`src/rtl/dma_dat_row_notify_pkg.sv`:
```
// Shared widths and state encoding for the DMA feature-row completion tracker.
// Row/beat widths come from the project-wide defines, with fallbacks when absent.
`ifndef log2_H
`define log2_H 8
`endif
`ifndef log2_BEATS
`define log2_BEATS 4
`endif

package dma_dat_row_notify_pkg;

   localparam int H_W     = `log2_H;
   localparam int BEATS_W = `log2_BEATS;

   typedef enum logic [1:0] {
      ST_IDLE = 2'd0,
      ST_RUN  = 2'd1,
      ST_DONE = 2'd2
   } state_t;

   // A zero beats-per-row setting behaves like one beat per row.
   function automatic logic [BEATS_W-1:0] last_beat_idx(input logic [BEATS_W-1:0] beats);
      return (beats == '0) ? '0 : beats - 1'b1;
   endfunction

endpackage

```
`src/rtl/dma_dat_row_notify.sv`:
```
// Counts DMA beats landing in the feature buffer and pulses row_num_updt for each
// completed row; flags dma_dat_done when the layer is complete or reused.
module dma_dat_row_notify
   import dma_dat_row_notify_pkg::*;
(
   input  logic                   clk,
   input  logic                   rst,
   input  logic                   fsm_logic_init,
   input  logic                   dma_dat_reuse,
   input  logic [`log2_H-1:0]     Hin,
   input  logic [`log2_BEATS-1:0] row_beats,
   input  logic                   dma_wr_vld,
   output logic                   dma_wr_rdy,
   output logic                   row_num_updt,
   output logic [`log2_H-1:0]     row_num,
   output logic                   dma_dat_done
);

   state_t                 r_state;
   logic [`log2_BEATS-1:0] r_beat_cnt;
   logic [`log2_H-1:0]     r_row_cnt;
   logic [`log2_H-1:0]     r_row_num;
   logic                   r_row_num_updt;
   logic                   r_dma_dat_done;

   logic                   w_rows_left;
   logic                   w_row_end;
   logic                   w_accept;
   logic [`log2_H-1:0]     w_row_cnt_inc;

   // Only a zero-row layer can sit in RUN with no rows left; refuse beats there
   // so nothing is accepted that would never be counted.
   assign w_rows_left   = (r_row_cnt != Hin);
   assign w_row_end     = (r_beat_cnt == last_beat_idx(row_beats));
   assign w_row_cnt_inc = r_row_cnt + 1'b1;
   assign dma_wr_rdy    = (r_state == ST_RUN) & ~fsm_logic_init & ~rst & w_rows_left;
   assign w_accept      = dma_wr_vld & dma_wr_rdy;

   always_ff @(posedge clk) begin
      if (rst) begin
         r_state        <= ST_IDLE;
         r_beat_cnt     <= '0;
         r_row_cnt      <= '0;
         r_row_num      <= '0;
         r_row_num_updt <= 1'b0;
         r_dma_dat_done <= 1'b0;
      end else begin
         r_row_num_updt <= 1'b0;
         if (fsm_logic_init) begin
            if (dma_dat_reuse) begin
               r_state        <= ST_DONE;
               r_dma_dat_done <= 1'b1;
            end else begin
               r_state        <= ST_RUN;
               r_dma_dat_done <= 1'b0;
               r_beat_cnt     <= '0;
               r_row_cnt      <= '0;
               r_row_num      <= '0;
            end
         end else begin
            case (r_state)
               ST_RUN: begin
                  if (!w_rows_left) begin
                     r_state        <= ST_DONE;
                     r_dma_dat_done <= 1'b1;
                  end else if (w_accept) begin
                     if (w_row_end) begin
                        r_beat_cnt     <= '0;
                        r_row_cnt      <= w_row_cnt_inc;
                        r_row_num      <= r_row_cnt;
                        r_row_num_updt <= 1'b1;
                        if (w_row_cnt_inc == Hin) begin
                           r_state        <= ST_DONE;
                           r_dma_dat_done <= 1'b1;
                        end
                     end else begin
                        r_beat_cnt <= r_beat_cnt + 1'b1;
                     end
                  end
               end
               default: ;
            endcase
         end
      end
   end

   assign row_num_updt = r_row_num_updt;
   assign row_num      = r_row_num;
   assign dma_dat_done = r_dma_dat_done;

endmodule

```
`config.mk`:
```
export PLATFORM = sky130hd
export DESIGN_NAME = dma_dat_row_notify
export DESIGN_NICKNAME = d
export VERILOG_FILES = /design/src/rtl/dma_dat_row_notify_pkg.sv /design/src/rtl/dma_dat_row_notify.sv
export SDC_FILE = /design/constraint.sdc
export NUM_CORES = 1
export LEC_CHECK = 0
export CAP_MARGIN = 10
export CORE_MARGIN = 4
export CORE_UTILIZATION = 36
export CTS_BUF_LIST = sky130_fd_sc_hd__clkbuf_4 sky130_fd_sc_hd__clkbuf_8
export CTS_CLUSTER_SIZE = 25
export DETAILED_ROUTE_END_ITERATION = 10
export PLACE_DENSITY = 0.6
export SYNTH_ARGS = -nofsm -noshare
export SYNTH_HDL_FRONTEND = slang
export SYNTH_SLANG_ARGS = --single-unit
export TNS_END_PERCENT = 1
```
`constraint.sdc`:
```
create_clock -name clk -period 2.4 [get_ports clk]
set_input_delay 0.48 -clock clk [delete_from_list [all_inputs] [get_ports clk]]
set_output_delay 0.48 -clock clk [all_outputs]
set_load 0.05 [all_outputs]
```
# After elaboration in Yosys (flattened, before gate mapping)
# Index checks and enable logic that the tools add are counted.
dict set report op_classes {
  n_addsub 3
  multipliers 0
  div 0
  n_lt_le_gt_ge 0
  n_eq_ne 8
  n_shift 0
  mux 33
  bitwise 9
  n_reduce_logical 9
}
# operator n
set op_table {}
lappend op_table {{8-bit two-way mux} 11}
lappend op_table {{4-bit two-way mux} 7}
lappend op_table {{2-bit two-way mux} 7}
lappend op_table {{3-bit by 2-bit != test with 1-bit output (second input constant)} 3}
lappend op_table {{8-bit by 1-bit adder with 8-bit output (second input constant)} 1}
lappend op_table {{8-bit == test} 1}
lappend op_table {{1-bit two-way mux} 8}
lappend op_table {{8-bit != test} 1}
lappend op_table {{4-bit AND reduction} 2}
lappend op_table {{2-bit nonzero test} 4}
lappend op_table {{1-bit inverter} 5}
lappend op_table {{5-bit AND reduction} 1}
lappend op_table {{5-bit OR reduction} 1}
lappend op_table {{4-bit by 1-bit adder with 4-bit output (second input constant)} 1}
lappend op_table {{1-bit bitwise AND} 4}
lappend op_table {{4-bit == test} 1}
lappend op_table {{4-bit logical NOT} 1}
lappend op_table {{4-bit by 1-bit subtractor with 4-bit output (second input constant)} 1}
lappend op_table {{2-bit by 1-bit == test with 1-bit output (second input constant)} 1}
lappend op_table {{2-bit != test (second input constant)} 1}
dict set report totals {
  regBits 24
  latch_bits 0
  ramBits 0
  rom_bits 0
  inputBits 17
  word_cells 68
  n_memories 0
}

# Logic depth before layout (Yosys ltp)
# Gate-level depths: netlist of the first run.
dict set report logic_depth {
  depth_word 9
  depth_mapped 8
  ltp_nobuf 7
}

# Least setup slack after synthesis of the first run
# OpenSTA, ideal clock, no wires.
dict set report synth_path {
  path_kind {input-to-reg}
  start {input port row_beats[1]}
  end {register r_row_cnt[7]}
  t_arrival_ns 2.138
  slack_ns 0.192
  path_stages 7
  n_path_buf 1
  path_cell_list {buf_6 > or3b_1 > a221oi_2 > o31a_2 > nand3_4 > or4_1 > a21oi_1}
}
dict set report synth_between {
  elab_chain_len 5
  elab_cells_between_ends 6
}
# element line
set synth_rtl {}
lappend synth_rtl {{start: declaration} dma_dat_row_notify.sv:11} ;# input logic [`log2_BEATS-1:0] row_beats,
lappend synth_rtl {{4-bit by 1-bit subtractor with 4-bit output / 4-bit logical NOT (equally long branches)} dma_dat_row_notify_pkg.sv:23} ;# return (beats == '0) ? '0 : beats - 1'b1;
lappend synth_rtl {{4-bit two-way mux (*)} dma_dat_row_notify_pkg.sv:23}
lappend synth_rtl {{4-bit == test (*)} dma_dat_row_notify.sv:34} ;# assign w_row_end = (r_beat_cnt == last_beat_idx(row_beats));
lappend synth_rtl {{2-bit nonzero test (no line) (*)} -}
lappend synth_rtl {{5-bit AND reduction (no line) (*)} -}
lappend synth_rtl {{end signal: assignment} dma_dat_row_notify.sv:69} ;# r_row_cnt <= w_row_cnt_inc;
lappend synth_rtl {{end: declaration} dma_dat_row_notify.sv:21} ;# logic [`log2_H-1:0] r_row_cnt;
# Mark *: on every way between the ends. The rest lies on a longest branch, timed or not.
# A chain may end at the register's enable or synchronous reset.

# Worst setup path in the final report of the first run
dict set report layout_path {
  start {input port Hin[7]}
  end {output port dma_wr_rdy}
}
dict set report layout_between {
  elab_chain_len 2
}
# element line
set layout_rtl {}
lappend layout_rtl {{start: declaration} dma_dat_row_notify.sv:10} ;# input logic [`log2_H-1:0] Hin,
lappend layout_rtl {{8-bit != test} dma_dat_row_notify.sv:33} ;# assign w_rows_left = (r_row_cnt != Hin);
lappend layout_rtl {{1-bit bitwise AND} dma_dat_row_notify.sv:36} ;# assign dma_wr_rdy = (r_state == ST_RUN) & ~fsm_logic_init & ~rst & w_rows_left;
lappend layout_rtl {{end: declaration} dma_dat_row_notify.sv:13} ;# output logic dma_wr_rdy,
# Every way passes these cells.

==> results of run 1 <==
==> critical path: stages <==
cell and delay (ns):
sky130_fd_sc_hd__clkdlybuf4s50_1 0.46, sky130_fd_sc_hd__xor2_2 0.18, sky130_fd_sc_hd__nor4_2 0.28, sky130_fd_sc_hd__buf_4 0.18, sky130_fd_sc_hd__and2_4 0.16, sky130_fd_sc_hd__nor2b_4 0.05
sky130_fd_sc_hd__buf_12 0.14
==> layout by cell type, fill, tap and decap left out, types with 3 or more instances in the layout <==
| master | count |
|---|---|
| sky130_fd_sc_hd__buf_4 | 23 |
| sky130_fd_sc_hd__dfxtp_1 | 23 |
| sky130_fd_sc_hd__clkdlybuf4s50_1 | 22 |
| sky130_fd_sc_hd__nor3b_1 | 11 |
| sky130_fd_sc_hd__mux2_2 | 9 |
| sky130_fd_sc_hd__nand2_1 | 9 |
| sky130_fd_sc_hd__nand3_1 | 9 |
| sky130_fd_sc_hd__xor2_1 | 8 |
| sky130_fd_sc_hd__a21oi_1 | 8 |
| sky130_fd_sc_hd__nor2_1 | 7 |
| sky130_fd_sc_hd__nor2b_1 | 5 |
| sky130_fd_sc_hd__xor2_2 | 4 |
| sky130_fd_sc_hd__dlymetal6s2s_1 | 4 |
| sky130_fd_sc_hd__o21bai_1 | 3 |
| sky130_fd_sc_hd__o31ai_1 | 3 |
| sky130_fd_sc_hd__nor3_1 | 3 |
| sky130_fd_sc_hd__o21ai_0 | 3 |
| sky130_fd_sc_hd__a31oi_1 | 3 |
| sky130_fd_sc_hd__nand2b_1 | 3 |
| sky130_fd_sc_hd__a21o_1 | 3 |
| sky130_fd_sc_hd__xnor2_1 | 3 |
| sky130_fd_sc_hd__and2_1 | 3 |
| sky130_fd_sc_hd__clkbuf_8 | 3 |
==> state kept, by name (all words and copies together) (netlist names) <==
signal / cells
r_beat_cnt: 4
row_num: 8
row_num_updt: 1
r_row_cnt: 8
r_state: 2
==> where the power goes <==
group / switching (W) / internal, W
Clock: 0.000126 / 0.000130
Sequential: 0.00000243 / 0.000383
Combinational: 0.0000552 / 0.0000626
Total: 0.000183 / 0.000576
==> metrics by stage <==
stage               utilization [%]  instance area (µm²)  setup TNS [ns]  hold WS, ns  instances
global placement               50.6                 1880           -1.99        0.500        250
floorplan                         -                 1410               0        0.474        160
CTS                            52.9                 1960               0        0.552        254
global route                   54.0                 2010         -0.0474        0.579        255
detailed placement             50.6                 1880           -2.99        0.530        250
finish                         54.0                 2010         -0.0126        0.552        255
==> timing repair <==
action                                  4_1_cts  5_1_grt
pin swaps                                     0        2
buffers inserted                              0        1
endpoints found under the setup margin        1       17
resized for setup                             6        9
==> cell families (layout without fill, tap and decap cells) <==
group,after synthesis,in the layout,share of synthesized area (%)
simple gates,67,67,29.0
compound gates,34,34,16.4
flops,23,23,32.6
xor+xnor,15,15,9.30
mux,10,10,7.88
buf+inv,9,56,3.10
fa+ha+maj,2,2,1.77
==> final timing paths <==
kind | cells after the start | startpoint | slack, ns | endpoint
max | 7 | Hin[7] | -0.01 | dma_wr_rdy
max reg2reg | 7 | r_row_cnt[0]$_SDFFE_PP0P_ | 0.27 | r_state[1]$_SDFFE_PP0P_
min | 2 | r_beat_cnt[3]$_SDFFE_PP0P_ | 0.55 | r_beat_cnt[3]$_SDFFE_PP0P_
min reg2reg | 2 | r_beat_cnt[3]$_SDFFE_PP0P_ | 0.55 | r_beat_cnt[3]$_SDFFE_PP0P_
==> final cells by class <==
cell class | count | area, µm²
Clock buffer | 4 | 48.8
Fill cell | 362 | 1710
Inverter | 2 | 7.51
Multi-Input combinational cell | 128 | 967
Sequential cell | 23 | 460
Tap cell | 48 | 60.1
Timing Repair Buffer | 50 | 463
==> layer usage <==
layer,part of all wire [%],GRT usage (%),up-vias
met1,42,17.8,652
met2,53,29.2,30
met5,0,0,-
met3,2.8,2.27,4
met4,1.5,5.22,0
li1,-,-,676
==> results list, run 1 <==
- The flow ran to the end, but the final reports show violations.
* Failing checks: setup timing
- Data on the critical path is required at its endpoint by 1.92 ns.
* Height of the die: roughly 70 µm
- Setup violations remaining at the end of the flow were counted as 1.
- Ratio of total power to cell area: around 380 nW/µm²
* Maximum clock frequency: approximately 410 MHz
* Number of flops mapped to enable cells by yosys: 0
- In this run, synthesis produced a sequential element count of 23.
* # rows: 22
- The path class of the tightest hold or removal check is register to register.
- Clock tree synthesis inserted a total of 3 buffers.
- For the worst setup path, the data arrival time is ~1.9 ns.
- Final clock skew: roughly 0.0048 ns
- The worst path in the final design needs a cycle of 2.41 ns, including I/O delays and setup.
- Wirelength, routed: about 3800 µm
- Headroom to the max-slew limit came out at between 60 and 70%.
- In the global route stage, overall resource usage came out at approximately 16%.
- OpenSTA, run right after detailed placement, puts the worst setup slack at -0.269 ns.
- Wirelength per Cell: 15.0 µm
* Die width: 70.6 µm
- Maximum fanout count along the critical path: 3
- Residual DRC count: 0
- For this run, the leading register cell type out of synthesis is sky130_fd_sc_hd__dfxtp_1.
- Synth async-reset ratio: 0%
- Number of hold violations in the final report: 0
* Later-pin clock latency in the skew report: roughly 0.26 ns
* Count of unique library cells instantiated by Yosys: 42
- After synthesis, the cell types taking the most area are sky130_fd_sc_hd__dfxtp_1 33%, sky130_fd_sc_hd__xor2_1 7.4%, sky130_fd_sc_hd__mux2_2 7.2%, sky130_fd_sc_hd__nor3b_1 5.8%, sky130_fd_sc_hd__a21oi_1 3.2%.
* Worst-margin pin slew: ~0.50 ns
- Cells with a size suffix above 1 make up 24.2% of the layout.
- Root Driver: sky130_fd_sc_hd__clkbuf_8
- Of the available clock period, the critical path in the final layout requires 101%.
- Summed over all instances, the cell type with the most area after synthesis is sky130_fd_sc_hd__dfxtp_1.
- After the first detailed-routing iteration, the DRC count stood at between 40 and 50.
- Maximum clock insertion buffer count: 2
* Effective utilization at floorplan: between 30% and 40%
* Initial antenna violation count: 0
* Number of sinks driven by the clock tree: 23
- Total global routing overflow: 0
- Setup repair after global routing could not meet its margin everywhere.
* Sum of internal, switching and leakage power: 0.000759 W
- The net count of the finished layout is ~230.
* Pin count of the biggest net entering global routing: 19
- Count of H-tree levels built during CTS: 1
- The via count of the first global-routing pass was about 1.5k.
- Area of the core: approximately 3700 µm²
- Ranking of synthesized cells by instance count: 23 x sky130_fd_sc_hd__dfxtp_1, 12 x sky130_fd_sc_hd__xor2_1, 11 x sky130_fd_sc_hd__nor3b_1
- Fin. max-slew vios: 0
* Post-synthesis instance total: 160
- DRT Pass-1 Iters: 5
- Final Wtd Congestion: about 0.84
- VDD sags by at most 301 µV.
* CTS hold repair buffers: 0
* Sequential area share after synthesis: around a third
- Dominant cell by count in the synthesized netlist: sky130_fd_sc_hd__dfxtp_1
- Share of the synthesized area in the top cell type: 32.6%
- Clock-pin slew was measured on the worst setup and hold paths at 0.08 ns.
* Detailed-route via count: roughly 1.4k
- Post-synth net total: 179
- Post-DP HPWL: about 2700 µm
- STA classifies the critical path startpoint as an input pin.
* Count of max-cap constraint violations: 0
- Kind of capture point of the worst setup path: output port
* Post-synthesis to final-layout area growth: 42.1%
* First-pass GRT wire length: approximately 6500 µm
* Count of antenna diodes in the layout: 0
- Buffers placed on the I/O ports in this run total 27.
* Routed vias/inst: 5.34
- The mapped netlist covers 1410 µm².
* Average cell area after synthesis: slightly below 9 µm²
* TritonCTS clock tree: built
- In this run the static leakage power is about 0.84 nW.
- Slack of the critical path: -0.0126 ns
- Area enclosed by the die boundary: 4990 µm²
- During synthesis, Yosys emitted a total of 0 warnings.
* Type of the worst setup path: input pin to output port
- The detail route stage leaves a number of antenna-violating nets equal to 0.
- Number of placed I/O pins: 28
No activity file was read; power rests on OpenSTA's default activity.
==> run 2: changes to the inputs <==
--- a/config.mk
+++ b/config.mk
@@ -11,7 +11,9 @@
 export CTS_BUF_LIST = sky130_fd_sc_hd__clkbuf_4 sky130_fd_sc_hd__clkbuf_8
 export CTS_CLUSTER_SIZE = 25
 export DETAILED_ROUTE_END_ITERATION = 10
-export PLACE_DENSITY = 0.6
+export PLACE_DENSITY_LB_ADDON = 0.12
+export REMOVE_ABC_BUFFERS = 1
+export SKIP_LAST_GASP = 1
 export SYNTH_ARGS = -nofsm -noshare
 export SYNTH_HDL_FRONTEND = slang
 export SYNTH_SLANG_ARGS = --single-unit
==> run 2 against run 1 <==
Effect of this change: the run now ends clean; clock skew down 0.0016 ns; global-route usage fell by 1.5 points; combinational power about the same; flip-flop and latch count stayed put; design area up 0.31%; utilization up 0.17 points; die area unchanged; clock power barely moved; sequential share of layout area fell by 0.071 points.
==> results list, run 2 (same netlist as run 1, synthesis figures left out) <==
- Ratio of total power to cell area: 377 nW/µm² (was 378 nW/µm²)
- The routed via count divided by cell count was 5.22 (was 5.34).
- The largest fanout on the critical path came to 3 (unchanged).
- The final weighted congestion of routability-driven global placement came to 0.782 (was 0.840).
* Non-Filler Cell Area, Final: 2010 µm² (about the same)
- Status: complete, no violations (was complete, but fails checks)
* Root Driver: sky130_fd_sc_hd__clkbuf_8 (unchanged)
- The largest net degree at the start of global routing came to 19 (unchanged).
* Maximum clock insertion buffer count: 2 (unchanged)
- Fin. max-slew vios: 0 (unchanged)
- The number of antenna violations at the first check in global routing is 0 (unchanged).
* Wirelength per Cell: 13.8 µm (was 15.0 µm)
* Worst IR drop on VDD: 272 µV (was 301 µV)
- Kind of capture point of the worst setup path: output port (unchanged)
- The starting density of the core was 38.0% (unchanged).
- The headroom to the max-slew limit came to 65.9% (was 66.4%).
* Number of placed I/O pins: 28 (unchanged)
* DRT Pass-1 Iters: 4 (was 5)
- Maximum clock frequency: 427 MHz (was 414 MHz)
* Clock slew at the register clock pins of the worst setup and hold paths: 0.08 ns (about the same)
- The cell area reported after detailed placement is 1880 µm² (unchanged).
* Post-route antenna net violation count: 0 (unchanged)
- HP Class: register to register (unchanged)
- The core area came to 3720 µm² (unchanged).
- Area enclosed by the die boundary: 4990 µm² (unchanged)
- The via count is 1330 (was 1362).
- The start-to-end type of the worst setup path is input pin to output port (unchanged).
- Height of the die: 70.6 µm (unchanged)
- The final wirelength was 3520 µm (was 3830 µm).
- The number of rows created at floorplan is 22 (unchanged).
* Number of hold violations in the final report: 0 (unchanged)
* Unrepaired setup endpoints after global routing: true (unchanged)
* Count of H-tree levels built during CTS: 1 (unchanged)
- Final clock skew: 0.00324 ns (was 0.00480 ns)
- Leaving out fill and tap cells, the most frequent cell in the layout is sky130_fd_sc_hd__clkdlybuf4s50_1.
* Post-Route Setup TNS: 0 ns (was -0.0126 ns)
- The share of cells above drive strength 1 came to 25.1% (was 24.2%).
- Number of sinks driven by the clock tree: 23 (unchanged)
- The CTS tree is built (unchanged).
* Total global routing overflow: 0 (unchanged)
- The via count of the first global-routing pass came to 1266 (was 1478).
- The minimum clock period after layout came to 2.34 ns (was 2.41 ns).
- Commonest non-fill, non-tap cells in the layout: 25 x sky130_fd_sc_hd__clkdlybuf4s50_1, 23 x sky130_fd_sc_hd__dfxtp_1, 22 x sky130_fd_sc_hd__buf_4 (was 23 x sky130_fd_sc_hd__buf_4, 23 x sky130_fd_sc_hd__dfxtp_1, 22 x sky130_fd_sc_hd__clkdlybuf4s50_1)
- The max-cap check violation count is 0 (unchanged).
- First DRT Iteration DRCs: 95 (was 48)
- The post-route total power is 0.000759 W (about the same).
* Total routing resource utilization after global routing: 14.0% (was 15.5%)
* Period utilization: 97.6% (was 101%)
- The required arrival time at the worst endpoint is 1.92 ns (about the same).
- Count of antenna diodes in the layout: 0 (unchanged)
* Die width: 70.6 µm (unchanged)
* Static Leak: 0.814 nW (was 0.840 nW)
* Later-pin clock latency in the skew report: 0.26 ns (about the same)
* Post-synthesis to final-layout area growth: 42.5% (was 42.1%)
- The critical path startpoint category is an input pin (unchanged).
* Finish-stage setup viols: 0 (was 1)
- Fraction of the core area covered by cells at the end of the flow: 54.2% (was 54.0%)
- The arrival time at the worst endpoint is 1.86 ns (was 1.93 ns).
- The number of nets in the finished design was 227 (unchanged).
* Number of CTS-inserted buffers: 3 (unchanged)
- Buffers on Ports: 27 (unchanged)
- Post-route insts no fill: 255 (unchanged)
* Dpl cells: 250 (unchanged)
- The wire length of the first global-routing pass was 5870 µm (was 6510 µm).
- Residual DRC count: 0 (unchanged)
- Worst-margin pin slew: 0.511 ns (was 0.502 ns)
- The HPWL after detailed placement was 2650 µm (was 2740 µm).
run 2: cell count changes in the layout (fill, tap and decap cells not counted), sizes merged:
cell	previous run	this run
dlymetal6s2s	4	1
clkdlybuf4s50	22	25
run 2: cell type report:
class	instances	area (µm²)
multi-input combinational	128	977
clock buffer	4	48.8
tap	48	60.1
inverter	2	7.51
sequential	23	460
fill	356	1700
timing repair buffer	50	459
run 2: where the power goes:
| group | internal [W] | leakage (nW) | switching (W) | total [W] |
|---|---|---|---|---|
| combinational | 0.0000635 | 0.603 | 0.0000540 | 0.000118 |
| sequential | 0.000383 | 0.186 | 0.00000253 | 0.000386 |
| clock | 0.000130 | 0.0262 | 0.000126 | 0.000255 |
| total | 0.000577 | 0.814 | 0.000182 | 0.000759 |
run 2: through the flow:
| stage | hold slack [ns] | setup WS [ns] |
|---|---|---|
| final | 0.552 | 0.0569 |
| after global routing | 0.582 | -0.0117 |
| after global placement | 0.499 | -0.174 |
| after detailed placement | 0.515 | -0.232 |
| after floorplan | 0.474 | 0.156 |
| after CTS | 0.548 | 0.00731 |
run 2: what timing repair did:
item | CTS | global route
endpoints found under the setup margin | 1 | 6
setup buffers | 0 | 1
resized for setup | 3 | 11
pin swaps | 1 | 2
hold buffers | 0 | 0
hold endpoints to repair | 0 | 0
run 2: path summary, 6_finish.rpt:
path,startpoint,end,slack (ns),cells past startpoint
worst max register to register,r_row_cnt[0]$_SDFFE_PP0P_,r_row_cnt[7]$_SDFFE_PP0P_,0.32,7
worst min register to register,r_beat_cnt[3]$_SDFFE_PP0P_,r_beat_cnt[3]$_SDFFE_PP0P_,0.55,2
worst min-delay path,r_beat_cnt[3]$_SDFFE_PP0P_,r_beat_cnt[3]$_SDFFE_PP0P_,0.55,2
worst max-delay path,Hin[0],dma_wr_rdy,0.06,7
run 2: per-layer routing:
| metal | up-vias | wire [µm] | track usage [%] |
|---|---|---|---|
| met5 | - | 0 | 0 |
| met4 | 0 | 26 | 3.13 |
| met3 | 4 | 144 | 2.56 |
| met2 | 21 | 1560 | 21.6 |
| met1 | 626 | 1790 | 20.4 |
| li1 | 679 | - | - |
run 2: worst max-delay path: stages:
cell and delay (ns):
sky130_fd_sc_hd__clkdlybuf4s50_1 0.48, sky130_fd_sc_hd__xor2_1 0.23, sky130_fd_sc_hd__nor4_2 0.08, sky130_fd_sc_hd__buf_4 0.14, sky130_fd_sc_hd__and2_4 0.15, sky130_fd_sc_hd__nor2b_2 0.15
sky130_fd_sc_hd__buf_12 0.15
